===== src/rtl/slot_alloc_pkg.sv =====
// rtl/slot_alloc_pkg.sv - shared sizing and slot types for the slot allocator
// Ports: none (package).
package slot_alloc_pkg;

    localparam int W_DEF = 32;
    localparam int ID_W  = $clog2(W_DEF);

    typedef logic [ID_W-1:0] slot_id_t;
    typedef logic [ID_W:0]   slot_cnt_t;

endpackage


===== src/rtl/slot_alloc_if.sv =====
// rtl/slot_alloc_if.sv - alloc/free/status bundle between a client and the slot allocator
// Ports: alloc_vld_i/alloc_rdy_o/alloc_id_o (grant), free_vld_i/free_id_i (release),
//        flush_i, busy_o, cnt_o, empty_o, full_o, err_o.
interface slot_alloc_if
    import slot_alloc_pkg::*;
#(
    parameter int W = W_DEF
);
    logic                 alloc_vld_i;
    logic                 alloc_rdy_o;
    logic [$clog2(W)-1:0] alloc_id_o;
    logic                 free_vld_i;
    logic [$clog2(W)-1:0] free_id_i;
    logic                 flush_i;
    logic [W-1:0]         busy_o;
    logic [$clog2(W):0]   cnt_o;
    logic                 empty_o;
    logic                 full_o;
    logic                 err_o;

    modport master (
        output alloc_vld_i, free_vld_i, free_id_i, flush_i,
        input  alloc_rdy_o, alloc_id_o, busy_o, cnt_o, empty_o, full_o, err_o
    );

    modport slave (
        input  alloc_vld_i, free_vld_i, free_id_i, flush_i,
        output alloc_rdy_o, alloc_id_o, busy_o, cnt_o, empty_o, full_o, err_o
    );
endinterface


===== src/rtl/slot_alloc_r.sv =====
// rtl/slot_alloc_r.sv - next-free search: first clear bit of x_i below pos_i, descending with wrap
// Ports: x_i (busy bitmap), pos_i (search pointer), any_o (some bit clear), y_enc_o (found index).
module slot_alloc_r #(
    parameter int W = 32
) (
    input  logic [W-1:0]         x_i,
    input  logic [$clog2(W)-1:0] pos_i,
    output logic                 any_o,
    output logic [$clog2(W)-1:0] y_enc_o
);
    localparam int IW = $clog2(W);

    logic [W-1:0] free_v;
    logic [W-1:0] lo_mask;
    logic [W-1:0] below;
    logic [W-1:0] sel;

    // Descending from pos_i-1 means: highest free slot strictly below pos_i,
    // otherwise (wrap) the highest free slot overall.
    always_comb begin
        free_v  = ~x_i;
        lo_mask = (W'(1) << pos_i) - W'(1);
        below   = free_v & lo_mask;
        any_o   = |free_v;
        sel     = (|below) ? below : free_v;
        y_enc_o = '0;
        for (int i = 0; i < W; i++) begin
            if (sel[i]) begin
                y_enc_o = IW'(i);
            end
        end
    end
endmodule


===== src/rtl/slot_alloc.sv =====
// rtl/slot_alloc.sv - descending round-robin slot allocator over a registered busy bitmap
// Ports: clk, arst_n (async active-low), bus (slot_alloc_if.slave: alloc/free/flush and status).
module slot_alloc
    import slot_alloc_pkg::*;
#(
    parameter int W = W_DEF
) (
    input  logic         clk,
    input  logic         arst_n,
    slot_alloc_if.slave  bus
);
    localparam int IW = $clog2(W);

    logic [W-1:0]  busy_r;
    logic [IW-1:0] pos_r;
    logic [IW:0]   cnt_r;
    logic          err_r;

    logic          any;
    logic [IW-1:0] srch_id;
    logic          grant;
    logic          free_ok;
    logic          free_bad;
    logic [W-1:0]  set_mask;
    logic [W-1:0]  clr_mask;
    logic [IW:0]   cnt_nxt;

    function automatic logic [W-1:0] onehot(input logic [IW-1:0] id);
        logic [W-1:0] v;
        v     = '0;
        v[id] = 1'b1;
        return v;
    endfunction

    slot_alloc_r #(.W(W)) u_r (
        .x_i     (busy_r),
        .pos_i   (pos_r),
        .any_o   (any),
        .y_enc_o (srch_id)
    );

    // Grant and free both look at pre-edge busy_r, so a granted slot was free
    // and a freed slot was busy: the two masks never touch the same bit.
    always_comb begin
        grant    = bus.alloc_vld_i & any;
        free_ok  = bus.free_vld_i &  busy_r[bus.free_id_i];
        free_bad = bus.free_vld_i & ~busy_r[bus.free_id_i];
        set_mask = grant   ? onehot(srch_id)        : '0;
        clr_mask = free_ok ? onehot(bus.free_id_i)  : '0;
        case ({grant, free_ok})
            2'b10:   cnt_nxt = cnt_r + (IW+1)'(1);
            2'b01:   cnt_nxt = cnt_r - (IW+1)'(1);
            default: cnt_nxt = cnt_r;
        endcase
    end

    always_ff @(posedge clk or negedge arst_n) begin
        if (!arst_n) begin
            busy_r <= '0;
            pos_r  <= '0;
            cnt_r  <= '0;
            err_r  <= 1'b0;
        end else if (bus.flush_i) begin
            busy_r <= '0;
            pos_r  <= '0;
            cnt_r  <= '0;
        end else begin
            busy_r <= (busy_r & ~clr_mask) | set_mask;
            cnt_r  <= cnt_nxt;
            if (grant) begin
                pos_r <= srch_id;
            end
            if (free_bad) begin
                err_r <= 1'b1;
            end
        end
    end

    assign bus.alloc_rdy_o = any;
    assign bus.alloc_id_o  = srch_id;
    assign bus.busy_o      = busy_r;
    assign bus.cnt_o       = cnt_r;
    assign bus.empty_o     = (cnt_r == '0);
    assign bus.full_o      = (cnt_r == (IW+1)'(W));
    assign bus.err_o       = err_r;
endmodule


===== src/flat_wrapper.sv =====
// flat-port wrapper written by rule: the top's interface ports become plain ports
module slot_alloc_flat import slot_alloc_pkg::*;
#(
    parameter int W = W_DEF
)
  (clk, arst_n, bus_alloc_vld_i, bus_free_vld_i, bus_free_id_i, bus_flush_i, bus_alloc_rdy_o, bus_alloc_id_o, bus_busy_o, bus_cnt_o, bus_empty_o, bus_full_o, bus_err_o);
  slot_alloc_if #(.W(W)) bus_i ();
  input  logic clk;
  input  logic arst_n;
  input wire logic [$bits(bus_i.alloc_vld_i)-1:0] bus_alloc_vld_i;
  input wire logic [$bits(bus_i.free_vld_i)-1:0] bus_free_vld_i;
  input wire logic [$bits(bus_i.free_id_i)-1:0] bus_free_id_i;
  input wire logic [$bits(bus_i.flush_i)-1:0] bus_flush_i;
  output wire logic [$bits(bus_i.alloc_rdy_o)-1:0] bus_alloc_rdy_o;
  output wire logic [$bits(bus_i.alloc_id_o)-1:0] bus_alloc_id_o;
  output wire logic [$bits(bus_i.busy_o)-1:0] bus_busy_o;
  output wire logic [$bits(bus_i.cnt_o)-1:0] bus_cnt_o;
  output wire logic [$bits(bus_i.empty_o)-1:0] bus_empty_o;
  output wire logic [$bits(bus_i.full_o)-1:0] bus_full_o;
  output wire logic [$bits(bus_i.err_o)-1:0] bus_err_o;
  assign bus_i.alloc_vld_i = bus_alloc_vld_i;
  assign bus_i.free_vld_i = bus_free_vld_i;
  assign bus_i.free_id_i = bus_free_id_i;
  assign bus_i.flush_i = bus_flush_i;
  assign bus_alloc_rdy_o = bus_i.alloc_rdy_o;
  assign bus_alloc_id_o = bus_i.alloc_id_o;
  assign bus_busy_o = bus_i.busy_o;
  assign bus_cnt_o = bus_i.cnt_o;
  assign bus_empty_o = bus_i.empty_o;
  assign bus_full_o = bus_i.full_o;
  assign bus_err_o = bus_i.err_o;
  slot_alloc #(.W(W)) u_core (.clk(clk), .arst_n(arst_n), .bus(bus_i));
endmodule

===== config.mk =====
export PLATFORM = sky130hd
export DESIGN_NAME = slot_alloc_flat
export DESIGN_NICKNAME = d
export VERILOG_FILES = /design/src/rtl/slot_alloc_pkg.sv /design/src/rtl/slot_alloc_if.sv /design/src/rtl/slot_alloc_r.sv /design/src/rtl/slot_alloc.sv /design/src/flat_wrapper.sv
export SDC_FILE = /design/constraint.sdc
export NUM_CORES = 1
export LEC_CHECK = 0
export BUFFER_PORTS_ARGS = -buffer_cell sky130_fd_sc_hd__buf_4
export CELL_PAD_IN_SITES_DETAIL_PLACEMENT = 1
export CELL_PAD_IN_SITES_GLOBAL_PLACEMENT = 1
export CORE_MARGIN = 3
export CORE_UTILIZATION = 42
export CTS_BUF_LIST = sky130_fd_sc_hd__clkbuf_4
export DETAILED_ROUTE_END_ITERATION = 7
export PLACE_DENSITY_LB_ADDON = 0.12
export SETUP_SLACK_MARGIN = 0.05
export SLEW_MARGIN = 20
export SYNTH_ARGS = -nofsm -noshare
export SYNTH_HDL_FRONTEND = slang
export SYNTH_SLANG_ARGS = --single-unit

===== constraint.sdc =====
create_clock -name clk -period 6.3 [get_ports clk]
set_input_delay 1.26 -clock clk [delete_from_list [all_inputs] [get_ports clk]]
set_output_delay 1.26 -clock clk [all_outputs]
set_load 0.01 [all_outputs]

== Yosys cells after proc, flatten, opt, wreduce, memory -nomap -nowiden ==
Index checks and enable logic that the tools add are counted.
Word-level totals
  RAM bits: 0
  input port bits: 10
  bits in latches: 0
  output and inout port bits: 47
  logic and storage cells: 78
  register bits after elaboration: 44
  memories: 0
  ROM bits: 0
Cells by class
  mux-type cells: 45
  $lt $le $gt $ge: 4
  eq/ne operators: 3
  bitwise operators: 10
  shift operators: 1
  $add $sub $neg: 3
  multiply operators: 0
  divide/modulo/power cells: 0
  reductions and logical operators: 8
Operators by type and width (number)
  5-bit two-way mux: 32
  32-bit two-way mux: 4
  32-bit AND: 2
  32-bit inverter: 2
  32-bit OR reduction: 2
  32-bit bitwise OR: 1
  1-bit by 5-bit << shifter with 32-bit output (first input constant): 1
  32-bit by 2-bit subtractor with 32-bit output (second input constant): 1
  5-bit by 6-bit < comparator with 1-bit output (second input constant): 2
  6-bit one-hot mux with 2 select lines: 1
  1-bit demux with 5-bit select: 2
  5-bit by 1-bit greater-or-equal comparator with 1-bit output (second input constant): 2
  6-bit by 1-bit adder with 6-bit output (second input constant): 1
  6-bit == test (second input constant): 1
  6-bit zero test: 1
  6-bit two-way mux: 1
  6-bit by 1-bit subtractor with 6-bit output (second input constant): 1
  1-bit binary-select mux with 5-bit select: 1
  1-bit two-way mux: 4
  1-bit AND: 3
  3-bit nonzero test: 1
  2-bit by 1-bit == test with 1-bit output (second input constant): 1
  2-bit == test (second input constant): 1
  1-bit logical AND: 2
  other kinds (3): 4

== Longest topological paths before layout ==
Gate-level depths: netlist of run 1.
  depth after elaboration: 43
  depth in mapped cells: 24
  depth with buffers taken out: 16

== By module ==
Synthesis of run 1 repeated with hierarchy kept, for this count alone.
Second synthesis, totals
  cells, all modules: 577
  area, all modules: 4350.4 um^2
By module, submodules not included
  slot_alloc: sequential area each 1101.1 um^2, instances 1, cells each 288, area an instance 2532.4 um^2
  slot_alloc_r: sequential area each 0.0 um^2, instances 1, cells each 289, area an instance 1818.0 um^2

== Worst setup path before layout of run 1 ==
No wires, ideal clock.
  path kind: register -> output
  from: reg u_core.pos_r[3]
  to: out bus_alloc_id_o[0]
  data required time: 5040 ps
  cell stages (with the launch flop): 20
  data arrival time: 4360 ps
  buffers on the path: 6
  path slack: 680 ps
  cell sequence: dfrtp_1 -> buf_4 -> buf_2 -> buf_2 -> nor2_1 -> nand2_1 -> ha_1 -> buf_2 -> buf_4 -> o21ai_0 -> a21oi_1 -> or4_4 -> nor2_1 -> nand3_1 -> o221a_2 -> a2111oi_0 -> o21a_1 -> o21ai_1 -> buf_2 -> or2_2
Between the ends
  longest elaborated chain between the ends: 36
Ends and longest elaborated chain
  start: declaration: RTL line slot_alloc.sv:15  | logic [IW-1:0] pos_r;
  start signal: assignment: RTL line slot_alloc.sv:71  | pos_r <= srch_id;
  1-bit by 5-bit << shifter with 32-bit output (*): RTL line slot_alloc_r.sv:22  | lo_mask = (W'(1) << pos_i) - W'(1);
  32-bit by 2-bit subtractor with 32-bit output (*): RTL line slot_alloc_r.sv:22
  32-bit AND (*): RTL line slot_alloc_r.sv:23  | below = free_v & lo_mask;
  32-bit OR reduction: RTL line slot_alloc_r.sv:25  | sel = (|below) ? below : free_v;
  32-bit two-way mux (*): RTL line slot_alloc_r.sv:25
  1-bit two-way mux: RTL line slot_alloc_r.sv:28  | if (sel[i]) begin
  5-bit two-way mux (29 in a row): RTL line slot_alloc_r.sv:28
  5-bit two-way mux (*): RTL line slot_alloc_r.sv:28
  end: declaration: RTL line flat_wrapper.sv:15  | output wire logic [$bits(bus_i.alloc_id_o)-1:0] bus_alloc_id_o;
Every way passes the cells marked *; elsewhere a longest branch is shown, timed or not.

== Worst setup path after layout of run 1 ==
  from: reg u_core.pos_r[4]
  to: out bus_alloc_id_o[0]
Same word-level chain as after synthesis.

==> results of run 1 <==
-- worst max-delay path, delay by kind of cell (launching register included) --
| kind | cells | cell delay (ns) |
|---|---|---|
| simple gates | 7 | 1.69 |
| compound gates | 6 | 1.32 |
| buf+inv | 4 | 0.72 |
| flops | 1 | 0.45 |
| fa+ha+maj | 1 | 0.28 |
-- worst paths after layout --
check | start | end | slack (ns) | depth (start not counted)
worst max register to register | u_core.pos_r[4] | u_core.bus.busy_o[7] | 0.91 | 17
worst min register to register | u_core.bus.err_o | u_core.bus.err_o | 0.50 | 1
max in group asynchronous | arst_n | u_core.bus.busy_o[2] | 5.01 | 1
worst max-delay path | u_core.pos_r[4] | bus_alloc_id_o[0] | 0.20 | 18
worst min-delay path | u_core.bus.err_o | u_core.bus.err_o | 0.50 | 1
min in group asynchronous | arst_n | u_core.bus.busy_o[19] | 0.86 | 1
-- cell families (layout without fill, tap and decap cells) --
kind of cell,count (synthesis),count (layout),synth area share
compound gates,220,220,0.340
xor+xnor,7,7,0.0133
fa+ha+maj,6,6,0.0179
buf+inv,63,117,0.0693
flops,44,44,0.238
mux,10,10,0.0433
simple gates,235,235,0.278
-- through the flow --
step	hold WS [ns]	power [mW]
2_1_floorplan	0.513	1.85
3_3_place_gp	0.460	2.59
3_5_place_dp	0.473	2.62
4_1_cts	0.506	2.80
5_1_grt	0.554	3.09
6_report	0.505	2.95
-- cells in the final DEF (no fill, tap or decap), types with 9 or more instances in the layout --
master	instances
a31oi_1	9
dfrtp_1	44
buf_4	84
o31ai_1	20
nor2b_1	32
inv_1	23
nand2b_1	12
nand2_1	36
a21oi_1	30
a211oi_1	9
nor2_1	54
o41ai_1	18
nor3_1	12
o21ai_0	51
o22ai_1	11
nand3_1	11
and2_1	10
-- final cells by class --
class,instances,share of cell area
multi-input cells,478,0.617
well taps,136,0.0317
flip-flops and latches,44,0.205
repair buffers,84,0.118
clock inverters,1,0.000700
inverters,25,0.0180
clock buffers,7,0.00980
-- repair_timing --
| item | in CTS | in global routing |
|---|---|---|
| gates resized for setup | 7 | 14 |
| hold buffers | 0 | 0 |
| setup endpoints to repair | 5 | 5 |
-- state kept, by name, summed over array words and instances, names as in the netlist --
| signal | flops |
|---|---|
| u_core.bus.busy_o | 32 |
| u_core.bus.cnt_o | 6 |
| u_core.bus.err_o | 1 |
| u_core.pos_r | 5 |
-- power breakdown --
group / total [mW] / internal, mW / switching, mW
combinational: 2.34 / 0.825 / 1.51
clock: 0.148 / 0.0517 / 0.0965
sequential: 0.459 / 0.325 / 0.134
-- metal layers --
metal,wire length [um],vias up,GRT usage
li1,-,2346,-
met1,8660,2685,0.448
met2,9890,325,0.546
met3,1810,70,0.0475
met4,1010,0,0.154
met5,0,-,0
==> results.yml, run 1 <==
run_status:
  outcome: "finished clean"
floorplan:
  start_util: 0.440
  pin_count: 57
  chipHeight_um: 111
  coreArea_um2: 10500
  die_area_um2: 12300
  fp-row-count: 37
  die_x_um: 111
placement:
  io_buffers: 56
  hpwl_mm: 15.7
  dp.cells: 767
  place.gp.congestion: 1.06
  placed_area_um2: 5200
  dp_slack_ns: 0.0632
critical_path:
  arrival_ns: 4.84
  crit_type: "flop to output pin"
  start_kind: "flop"
  crit_chain: "nor3_2, nand3_1, ha_4, buf_4, nor3b_2, a22oi_1, o31a_1, and4_2, nand2_1, buf_4, buf_4, or4_1, a21oi_1, a2111oi_2, o21a_1, o21ai_2, or2_2, buf_4"
  crit_required_ns: 5.04
  crit_fanout: 22
  cp_slowest_stage_delay_ns: 0.52
  crit_slowest_cell: "or4_1"
  cp-end-kind: "output pin"
  cp_common_cell: "buf_4"
cells_and_area:
  regArea_um2: 1100
  num-fill-cells: 1299
  syn_to_final_growth_pct: 16.1
  fin_util: 0.510
  drive_gt1_frac: 0.216
  multi_input_area_um2: 3310
  stdcell_count: 775
  diodes: 0
  fin_nets: 654
  post-route-cell-area_um2: 5360
synthesis:
  synth_nets: 601
  netlist_instances: 585
  synth-seq-area-share: 0.238
  synth-edff-count: 0
  netlist_area_um2: 4620
  avgSynthCellArea_um2: 7.90
  synth_cell_types: 84
  synthMostInstantiatedCell: "nor2_1"
  synth_top_area_share: 0.238
  postSynth.asyncResetShare: 1.00
  synthFlopType: "dfrtp_1"
  synth_area_leaders: "dfrtp_1 24%, o21ai_0 5.5%, nor2_1 4.5%"
  yosys-top-cells-count: "55 x nor2_1, 51 x o21ai_0, 44 x dfrtp_1"
  yosys_warnings: 0
  ys_seq_elements: 44
  synth_top_area_cell: "dfrtp_1"
sta:
  worst_slew_pin_slew_ns: 0.927
  hold_violations: 0
  setup_viol: 0
  finClkSkew_ns: 0.0138
  relSlewSlack: 0.378
  fmaxAchievable_mhz: 164
  slew_violations: 0
  timing.final.crit_share: 0.969
  rsz0062_at_grt: "false"
  tns_ns: 0
  setup_ws_ns: 0.195
  fin_crit_ns: 6.10
pwr:
  ir_worst_vdd_mv: 0.385
  p_leak_nw: 2.17
  p_per_area_nw_per_um2: 549
global_route:
  grt_max_degree: 47
  global_route.overflow_total: 0
  grt_pass1_wl_mm: 32.7
  antenna_found_initial: 1
  globalRouteTotalUtil: 0.338
  grt_pass1_vias: 5487
detailed_routing:
  viasPerCell: 7.00
  final_antenna_net_count: 0
  vias: 5426
  drt-total-wl_mm: 21.4
  first_iter_violations: 509
  drc: 0
  wl_per_cell_um: 27.6
  drtPass1Iterations: 5
min_path:
  hold_class: "flop to flop"
clocking:
  cts_tree: "yes"
  clkTransAtPathRegs_ns: 0.14
  cts-root-buf: "clkbuf_4"
  cts_buffers: 5
  postCtsSetupBuffers: 0
  cts_buffer_depth: 2
  ctsHtreeMaxLevel: 2
  clock_sinks: 44
  clk_latency_ns: 0.37
flow_run:
  drv_cap: 0
Note: power is estimated with default switching activity, not from simulation.
==> run 2, diff against run 1 <==
CELL_PAD_IN_SITES_GLOBAL_PLACEMENT = 2   (was 1)
CORE_UTILIZATION = 36   (was 42)
SLEW_MARGIN = not set   (was 20)
==> run 2 against run 1 <==
Compared with the run above: clock skew decreased by 0.0020 ns; critical path type unchanged; largest cell class unchanged; highest routed layer unchanged; cell count up 4.9%; count of clock-buffer cells in the layout down 2.
==> results.yml, run 2 (same netlist as run 1, synthesis figures left out) <==
clocking:
  cts-root-buf: "clkbuf_4"
  cts_buffers: 5
  cts_tree: "yes"
  cts_buffer_depth: 2
  clk_latency_ns: 0.38
  clkTransAtPathRegs_ns: 0.13
  ctsHtreeMaxLevel: 2
  clock_sinks: 44
sta:
  rsz0062_at_grt: "false"
  setup_ws_ns: 0.185
  tns_ns: 0
  fmaxAchievable_mhz: 164
  finClkSkew_ns: 0.0119
  fin_crit_ns: 6.12
  slew_violations: 0
  hold_violations: 0
  timing.final.crit_share: 0.971
  fin_hold_ws_ns: 0.494
  worst_slew_pin_slew_ns: 0.968
  relSlewSlack: 0.350
  setup_viol: 0
floorplan:
  pin_count: 57
  chipHeight_um: 119
  die_x_um: 119
  fp-row-count: 40
  coreArea_um2: 12300
  start_util: 0.377
  die_area_um2: 14200
global_route:
  global_route.overflow_total: 0
  globalRouteTotalUtil: 0.308
  grt_pass1_wl_mm: 33.6
  met3_usage: 0.0375
  antenna_found_initial: 0
  grt_use_met2: 0.516
  grt_max_degree: 47
  grt.busiest_layer: "met2"
  grt_use_met1: 0.406
  grt_pass1_vias: 5368
cells_and_area:
  stdcell_count: 813
  largest_reg_flops: 32
  drive_gt1_frac: 0.240
  fin_nets: 661
  fin_util: 0.451
  mostFrequentLayoutCell: "buf_4"
  final_cell_mix: "90 x buf_4, 54 x nor2_1, 49 x o21ai_0"
  post-route-cell-area_um2: 5530
  syn_to_final_growth_pct: 19.7
  num-fill-cells: 1534
  diodes: 0
pwr:
  switchingPower_mw: 1.81
  ir_worst_vdd_mv: 0.256
  p_leak_nw: 2.24
  power_mw: 3.05
  pwr-share-clk: 0.045
  p_per_area_nw_per_um2: 551
  p_seq_frac: 0.141
  p_int_mw: 1.24
  switching_share: 0.593
  combinationalPowerShare: 0.814
critical_path:
  crit_type: "flop to output pin"
  arrival_ns: 4.86
  crit_required_ns: 5.04
  cp-end-kind: "output pin"
  crit_fanout: 19
  start_kind: "flop"
placement:
  dp.cells: 803
  place.gp.congestion: 0.977
  io_buffers: 56
  dp_slack_ns: 0.102
  hpwl_mm: 16.2
  placed_area_um2: 5270
detailed_routing:
  drt-total-wl_mm: 22.0
  viasPerCell: 6.54
  wl_per_cell_um: 27.1
  drtPass1Iterations: 5
  first_iter_violations: 709
  final_antenna_net_count: 0
  vias: 5321
  drc: 0
min_path:
  hold_class: "flop to flop"
flow_run:
  drv_cap: 0
run_status:
  outcome: "finished clean"
==> run 2: repair_timing <==
item	CTS	global route
gates resized for setup	11	29
buffers inserted	0	3
endpoints found under the setup margin	5	5
gates cloned	0	0
pin swaps	0	4
endpoints found under the hold margin	0	0
hold buffers	0	0
==> run 2: layer usage <==
layer  up-vias  part of all wire
met3        57             0.077
met5         -                 0
met4         0             0.036
met1      2623              0.41
li1       2366                 -
met2       275              0.48
==> run 2: path summary, 6_finish.rpt <==
kind | from | to | slack [ns] | cells past startpoint
min in group asynchronous | arst_n | u_core.bus.busy_o[25] | 0.86 | 1
worst max-delay path | u_core.pos_r[0] | bus_alloc_id_o[1] | 0.18 | 16
max in group asynchronous | arst_n | u_core.pos_r[1] | 4.98 | 1
worst max register to register | u_core.pos_r[0] | u_core.bus.busy_o[14] | 1.32 | 15
worst min register to register | u_core.bus.err_o | u_core.bus.err_o | 0.49 | 1
worst min-delay path | u_core.bus.err_o | u_core.bus.err_o | 0.49 | 1
==> run 2: power by group through the flow <==
stage          Sequential, mW  Clock (mW)  Combinational (mW)
2_1_floorplan           0.402           0                1.45
3_3_place_gp            0.425           0                2.20
3_5_place_dp            0.424           0                2.22
4_1_cts                 0.420       0.138                2.28
5_1_grt                 0.434       0.151                2.63
6_report                0.431       0.137                2.48
==> run 2: critical path, cell delays in order (launching register included) <==
cell	delay [ns]
dfrtp_1	0.45
buf_6	0.19
nand3_1	0.12
ha_2	0.30
buf_4	0.20
or4_1	0.12
a31oi_1	0.09
o41a_1	0.50
nor4_2	0.35
or4b_4	0.59
o41ai_4	0.45
or2_2	0.19
a211o_1	0.15
a41oi_1	0.07
or2_1	0.34
inv_6	0.18
buf_4	0.16
==> run 2: area by class of cell <==
class / instances / area (um^2) / area share
sequential: 44 / 1100 / 0.199
tap: 168 / 210 / 0.0380
timing repair buffer: 91 / 687 / 0.124
clock inverter: 2 / 7.51 / 0.00136
inverter: 25 / 98.8 / 0.0179
clock buffer: 5 / 37.5 / 0.00678
multi-input combinational: 478 / 3390 / 0.613
